`src/rtl/perceptron_update_ctrl.sv`:
```
// Sole writer of the perceptron weight table: zero sweep after reset, then in-order
// read-modify-write updates (saturating +/-1 per weight) drained from a small request FIFO.
module perceptron_update_ctrl #(
  parameter int ENTRIES    = 64,
  parameter int IDX_W      = 6,
  parameter int GHR_W      = 12,
  parameter int WEIGHT_W   = 8,
  parameter int FIFO_DEPTH = 4
) (
  input  logic                      clk,
  input  logic                      reset,
  input  logic                      upd_valid,
  output logic                      upd_ready,
  input  logic [IDX_W-1:0]          upd_idx,
  input  logic [GHR_W-1:0]          upd_ghr,
  input  logic                      upd_dir,
  input  logic                      upd_train,
  output logic                      tbl_rd_en,
  output logic [IDX_W-1:0]          tbl_rd_addr,
  input  logic [GHR_W*WEIGHT_W-1:0] tbl_rd_data,
  output logic                      tbl_wr_en,
  output logic [IDX_W-1:0]          tbl_wr_addr,
  output logic [GHR_W*WEIGHT_W-1:0] tbl_wr_data,
  output logic                      init_done,
  output logic                      busy,
  output logic [15:0]               skip_count
);
  localparam int PTR_W  = $clog2(FIFO_DEPTH);
  localparam int CNT_W  = PTR_W + 1;
  localparam int DATA_W = GHR_W * WEIGHT_W;
  localparam logic [WEIGHT_W-1:0] W_ONE = WEIGHT_W'(1);
  localparam logic [WEIGHT_W-1:0] W_MAX = {1'b0, {(WEIGHT_W-1){1'b1}}};
  localparam logic [WEIGHT_W-1:0] W_MIN = {1'b1, {(WEIGHT_W-1){1'b0}}};
  localparam logic [IDX_W:0]      SWEEP_END = (IDX_W+1)'(ENTRIES);
  localparam logic [CNT_W-1:0]    CNT_FULL  = CNT_W'(FIFO_DEPTH);

  typedef enum logic [2:0] {S_INIT, S_IDLE, S_READ, S_CAPT, S_WRITE} state_t;
  state_t state;

  logic [IDX_W:0]     sweep_idx;
  logic [IDX_W-1:0]   fifo_idx [FIFO_DEPTH];
  logic [GHR_W-1:0]   fifo_ghr [FIFO_DEPTH];
  logic               fifo_dir [FIFO_DEPTH];
  logic [PTR_W-1:0]   wr_ptr, rd_ptr;
  logic [CNT_W-1:0]   count;
  logic               accept, push, pop;
  logic [IDX_W-1:0]   head_idx;
  logic [GHR_W-1:0]   head_ghr;
  logic               head_dir;
  logic [DATA_W-1:0]  new_w;
  logic [WEIGHT_W-1:0] w_cur, w_nxt;

  // Handshake: a request is taken on any rising edge where upd_valid and upd_ready are both high;
  // upd_ready depends only on the registered count, so a same-edge pop never frees a full FIFO.
  assign upd_ready = (count != CNT_FULL);
  assign accept    = upd_valid & upd_ready;
  assign push      = accept & upd_train;
  assign pop       = (state == S_WRITE);
  assign busy      = (state != S_IDLE) || (count != '0);

  assign head_idx = fifo_idx[rd_ptr];
  assign head_ghr = fifo_ghr[rd_ptr];
  assign head_dir = fifo_dir[rd_ptr];

  always_comb begin
    new_w = '0;
    w_cur = '0;
    w_nxt = '0;
    for (int i = 0; i < GHR_W; i++) begin
      w_cur = tbl_rd_data[i*WEIGHT_W +: WEIGHT_W];
      if (head_dir == head_ghr[i]) w_nxt = (w_cur == W_MAX) ? w_cur : w_cur + W_ONE;
      else                         w_nxt = (w_cur == W_MIN) ? w_cur : w_cur - W_ONE;
      new_w[i*WEIGHT_W +: WEIGHT_W] = w_nxt;
    end
  end

  // Payload storage needs no reset; only pointers and count define validity.
  always_ff @(posedge clk) begin
    if (push) begin
      fifo_idx[wr_ptr] <= upd_idx;
      fifo_ghr[wr_ptr] <= upd_ghr;
      fifo_dir[wr_ptr] <= upd_dir;
    end
  end

  always_ff @(posedge clk or posedge reset) begin
    if (reset) begin
      wr_ptr     <= '0;
      rd_ptr     <= '0;
      count      <= '0;
      skip_count <= '0;
    end else begin
      if (push) wr_ptr <= wr_ptr + PTR_W'(1);
      if (pop)  rd_ptr <= rd_ptr + PTR_W'(1);
      case ({push, pop})
        2'b10:   count <= count + CNT_W'(1);
        2'b01:   count <= count - CNT_W'(1);
        default: count <= count;
      endcase
      if (accept && !upd_train) skip_count <= skip_count + 16'd1;
    end
  end

  // Table-port registers are loaded on the edge that enters the state they belong to.
  always_ff @(posedge clk or posedge reset) begin
    if (reset) begin
      state       <= S_INIT;
      sweep_idx   <= '0;
      init_done   <= 1'b0;
      tbl_rd_en   <= 1'b0;
      tbl_rd_addr <= '0;
      tbl_wr_en   <= 1'b0;
      tbl_wr_addr <= '0;
      tbl_wr_data <= '0;
    end else begin
      case (state)
        S_INIT: begin
          if (sweep_idx == SWEEP_END) begin
            tbl_wr_en <= 1'b0;
            init_done <= 1'b1;
            state     <= S_IDLE;
          end else begin
            tbl_wr_en   <= 1'b1;
            tbl_wr_addr <= sweep_idx[IDX_W-1:0];
            tbl_wr_data <= '0;
            sweep_idx   <= sweep_idx + (IDX_W+1)'(1);
          end
        end
        S_IDLE: begin
          tbl_wr_en <= 1'b0;
          tbl_rd_en <= 1'b0;
          if (count != '0) begin
            tbl_rd_en   <= 1'b1;
            tbl_rd_addr <= head_idx;
            state       <= S_READ;
          end
        end
        S_READ: begin
          tbl_rd_en <= 1'b0;
          state     <= S_CAPT;
        end
        S_CAPT: begin
          tbl_wr_en   <= 1'b1;
          tbl_wr_addr <= head_idx;
          tbl_wr_data <= new_w;
          state       <= S_WRITE;
        end
        S_WRITE: begin
          tbl_wr_en <= 1'b0;
          state     <= S_IDLE;
        end
        default: state <= S_INIT;
      endcase
    end
  end
endmodule

```
`config.mk`:
```
export PLATFORM = sky130hd
export DESIGN_NAME = perceptron_update_ctrl
export DESIGN_NICKNAME = d
export VERILOG_FILES = /design/src/rtl/perceptron_update_ctrl.sv
export SDC_FILE = /design/constraint.sdc
export NUM_CORES = 1
export LEC_CHECK = 0
export ABC_AREA = 0
export BUFFER_PORTS_ARGS = -buffer_cell sky130_fd_sc_hd__buf_4
export CORE_MARGIN = 2
export CORE_UTILIZATION = 45
export CTS_CLUSTER_DIAMETER = 150
export DETAILED_ROUTE_END_ITERATION = 16
export PLACE_DENSITY = 0.69
export REMOVE_ABC_BUFFERS = 1
export SYNTH_ARGS = -nofsm -noshare
export SYNTH_HDL_FRONTEND = slang
export SYNTH_SLANG_ARGS = --single-unit
```
`constraint.sdc`:
```
create_clock -name clk -period 4.69 [get_ports clk]
set_input_delay 0.938 -clock clk [delete_from_list [all_inputs] [get_ports clk]]
set_output_delay 0.938 -clock clk [all_outputs]
set_load 0.02 [all_outputs]
```
==> results.py <==
metrics = {
    "cells_and_area": {
        "fin_area_sq_mm": 0.01662,
        "drive_gt1_share_pct": 23.39,
        "fin_nets": 1662,
        "fillers": 2645,
        "synthToLayoutAreaGrowth_pct": 21.42,
        "final_cells": 1908,
        "fin_util_pct": 55.79,
        "diodes": 0,
    },
    "place": {
        "place_worst_setup_slack_ps": 1306,
        "post_dp_cell_area_sq_mm": 0.01572,
        "port_buffers": 247,
        "hpwlAfterDp_mm": 23.49,
        "numPlacedInstances": 1860,
        "gp_congestion": 0.8921,
    },
    "setup_path": {
        "cpMostUsedCell": "mux4_2",
        "cp_slowest_cell": "xnor2_1",
        "cp_cell_sequence": "buf_4, mux4_2, xnor2_1, mux4_2, o2bb2ai_1",
        "start_kind": "register",
        "cp.arrival_ps": 3750,
        "critPathKind": "register to register",
        "critPathRequiredTime_ps": 5140,
        "critPathMaxFanout": 14,
        "worst_path_largest_cell_delay_ps": 890,
        "endpoint_kind": "register",
    },
    "power": {
        "vdd.ir_drop.worst_v": 0.0003129,
        "p_leak_nw": 7.323,
        "power_per_cell_area_mw_per_mm2": 312.1,
    },
    "logic_synthesis": {
        "syn_inst": 1302,
        "synthArstFlopShare_pct": 65.45,
        "ys_ff_latch": 220,
        "ys_seq_area_share_pct": 42.99,
        "synth_area_per_cell_sq_um": 10.51,
        "synth_ff_type": "dfrtp_1",
        "synth.distinct_cells": 65,
        "yosys_warnings": 0,
        "synth_edf_count": 76,
        "synth_area_sq_mm": 0.01369,
    },
    "sta": {
        "final_max_slew_viol_count": 0,
        "slew_headroom_pct": 20.81,
        "timing.final.ws_setup_ps": 1391,
        "fin_skew_ps": 15.93,
        "hold_viol": 0,
        "max_freq_mhz": 303.1,
        "setup_viol": 0,
        "fin_crit_ps": 3299,
        "rsz0062_at_grt": "no",
        "timing.setup.tns_ps": 0,
        "worstMarginPinSlew_ps": 1179,
        "period_share_pct": 70.35,
    },
    "grt": {
        "grt_pass1_wl_mm": 55.23,
        "track_usage_pct": 21.15,
        "grt_pass1_vias": 10770,
        "grt_max_degree": 80,
        "antenna_found_initial": 1,
        "grt_overflow": 0,
    },
    "min_path": {
        "worstHoldPathType": "register to register",
    },
    "die": {
        "rows": 63,
        "die_h_um": 178.4,
        "num_io_pins": 248,
        "die-area_sq_mm": 0.03183,
        "start_util_pct": 45.94,
        "core-area_sq_mm": 0.02980,
        "die_w_um": 178.4,
    },
    "cts": {
        "cts_tree": "built",
        "cts_buffers": 26,
        "cts_setup_buffers": 0,
        "post_cts_resized": 0,
        "htreeDepth": 1,
        "clock_sinks": 220,
        "clk_pin_slew_worst_paths_ps": 60,
        "hold_buffers": 0,
        "clkLatencyLatePin_ps": 530,
        "root_buffer": "clkbuf_16",
        "cts_buffer_depth": 3,
    },
    "drt": {
        "first_pass_iters": 5,
        "routed_via_density": 5.814,
        "drt_wl_total_mm": 34.17,
        "wl_per_cell_um": 17.91,
        "drt_iter0_markers": 712,
        "vias": 11090,
        "ant_nets": 0,
        "route.detailed.drc": 0,
    },
    "outcome": {
        "outcome": "completed",
    },
    "run": {
        "maxCapViolCount": 0,
    },
}
## routing by layer
| layer | GRT usage (%) | wire [um] |
|---|---|---|
| met5 | 0 | 12 |
| met4 | 4.302 | 433 |
| met3 | 3.389 | 2064 |
| met2 | 36.70 | 16760 |
| met1 | 27.99 | 14900 |
## cells by family (layout without fill, tap and decap cells)
logic type / count (synthesis) / in the layout / synth area share [%]
buffers and inverters: 136 / 352 / 4.259
AND/OR/NAND/NOR: 403 / 403 / 16.41
flip-flops: 220 / 220 / 42.99
adder cells (fa/ha/maj): 45 / 45 / 4.168
multiplexers: 117 / 117 / 10.90
AO/OA/AOI/OAI: 290 / 290 / 15.34
XOR/XNOR: 91 / 91 / 5.932
## report_power, final
part           switching, W  internal [W]
Clock              0.000823       0.00128
Sequential        0.0000753       0.00211
Combinational      0.000518      0.000376
Total               0.00142       0.00377
## cells in the final DEF (no fill, tap or decap), types with 18 or more instances in the layout
cell | synthesis | layout
edfxtp_1 | 76 | 76
o21ai_0 | 42 | 42
o2bb2ai_1 | 31 | 31
dfrtp_1 | 144 | 144
mux4_2 | 23 | 23
a31oi_1 | 20 | 20
o211ai_1 | 19 | 19
xnor2_1 | 53 | 53
a32o_1 | 18 | 18
a21oi_1 | 54 | 54
nand4_1 | 19 | 19
and4_1 | 27 | 27
nand2_1 | 72 | 72
xor2_1 | 36 | 36
nor2_1 | 73 | 73
mux2i_1 | 79 | 79
inv_1 | 46 | 45
nor3_1 | 33 | 33
a22o_1 | 44 | 44
buf_4 | 5 | 256
nand3_1 | 46 | 46
and2_1 | 18 | 18
clkbuf_16 | 0 | 27
ha_1 | 44 | 44
## flip-flops by register name (all words and copies together) (netlist names)
register	count
count	3
fifo_dir	4
fifo_ghr	48
fifo_idx	24
init_done	1
rd_ptr	2
skip_count	16
state	3
sweep_idx	7
tbl_rd_addr	6
tbl_rd_en	1
tbl_wr_addr	6
tbl_wr_data	96
tbl_wr_en	1
wr_ptr	2
## worst max-delay path: cells and delay by family (launching register included)
kind | cells | cell delay, ps
buffers and inverters | 1 | 380
muxes | 2 | 1160
AOI/OAI and AO/OA | 1 | 140
xor gates and xnor gates | 1 | 890
DFF | 1 | 630
## cell type report
| type | instances | area [sq um] | area share (%) |
|---|---|---|---|
| clock inverter | 13 | 153.9 | 0.9259 |
| clock buffer | 35 | 745.7 | 4.486 |
| timing repair buffer | 257 | 1942 | 11.68 |
| tap | 390 | 488.0 | 2.936 |
| inverter | 47 | 181.4 | 1.091 |
| sequential | 220 | 5886 | 35.41 |
| multi-input combinational | 946 | 7226 | 43.47 |
## cells in the mapped netlist (20+ instances only)
master / instances / share of area, %
clkbuf_1: 59 / 1.6
ha_1: 44 / 4.0
and4_1: 27 / 1.7
nand2_1: 72 / 2.0
inv_1: 46 / 1.3
a31oi_1: 20 / 0.91
o2bb2ai_1: 31 / 2.0
o21ai_0: 42 / 1.5
nor2_1: 73 / 2.0
nor3_1: 33 / 1.2
mux2i_1: 79 / 5.8
a22o_1: 44 / 2.8
xor2_1: 36 / 2.3
mux4_2: 23 / 3.8
edfxtp_1: 76 / 17
dfrtp_1: 144 / 26
a21oi_1: 54 / 2.0
xnor2_1: 53 / 3.4
nand3_1: 46 / 1.7
## stage by stage
step	hold WS [ps]	total power, W
final	472.8	0.005188
after detailed placement	466.0	0.003122
after global placement	455.5	0.003093
after global routing	499.1	0.005438
after CTS	479.5	0.005258
after floorplan	437.2	0.002758
## final timing paths
path / from / end / slack, ps / depth (start not counted)
min in group asynchronous: reset / tbl_wr_data[0] / 540 / 2
min: init_done / init_done / 470 / 1
min reg2reg: init_done / init_done / 470 / 1
max reg2reg: rd_ptr[0] / tbl_wr_data[45] / 1390 / 5
max in group asynchronous: reset / tbl_rd_addr[2] / 3310 / 3
max: rd_ptr[0] / tbl_wr_data[45] / 1390 / 5
Power figures use the tool's default switching activity.
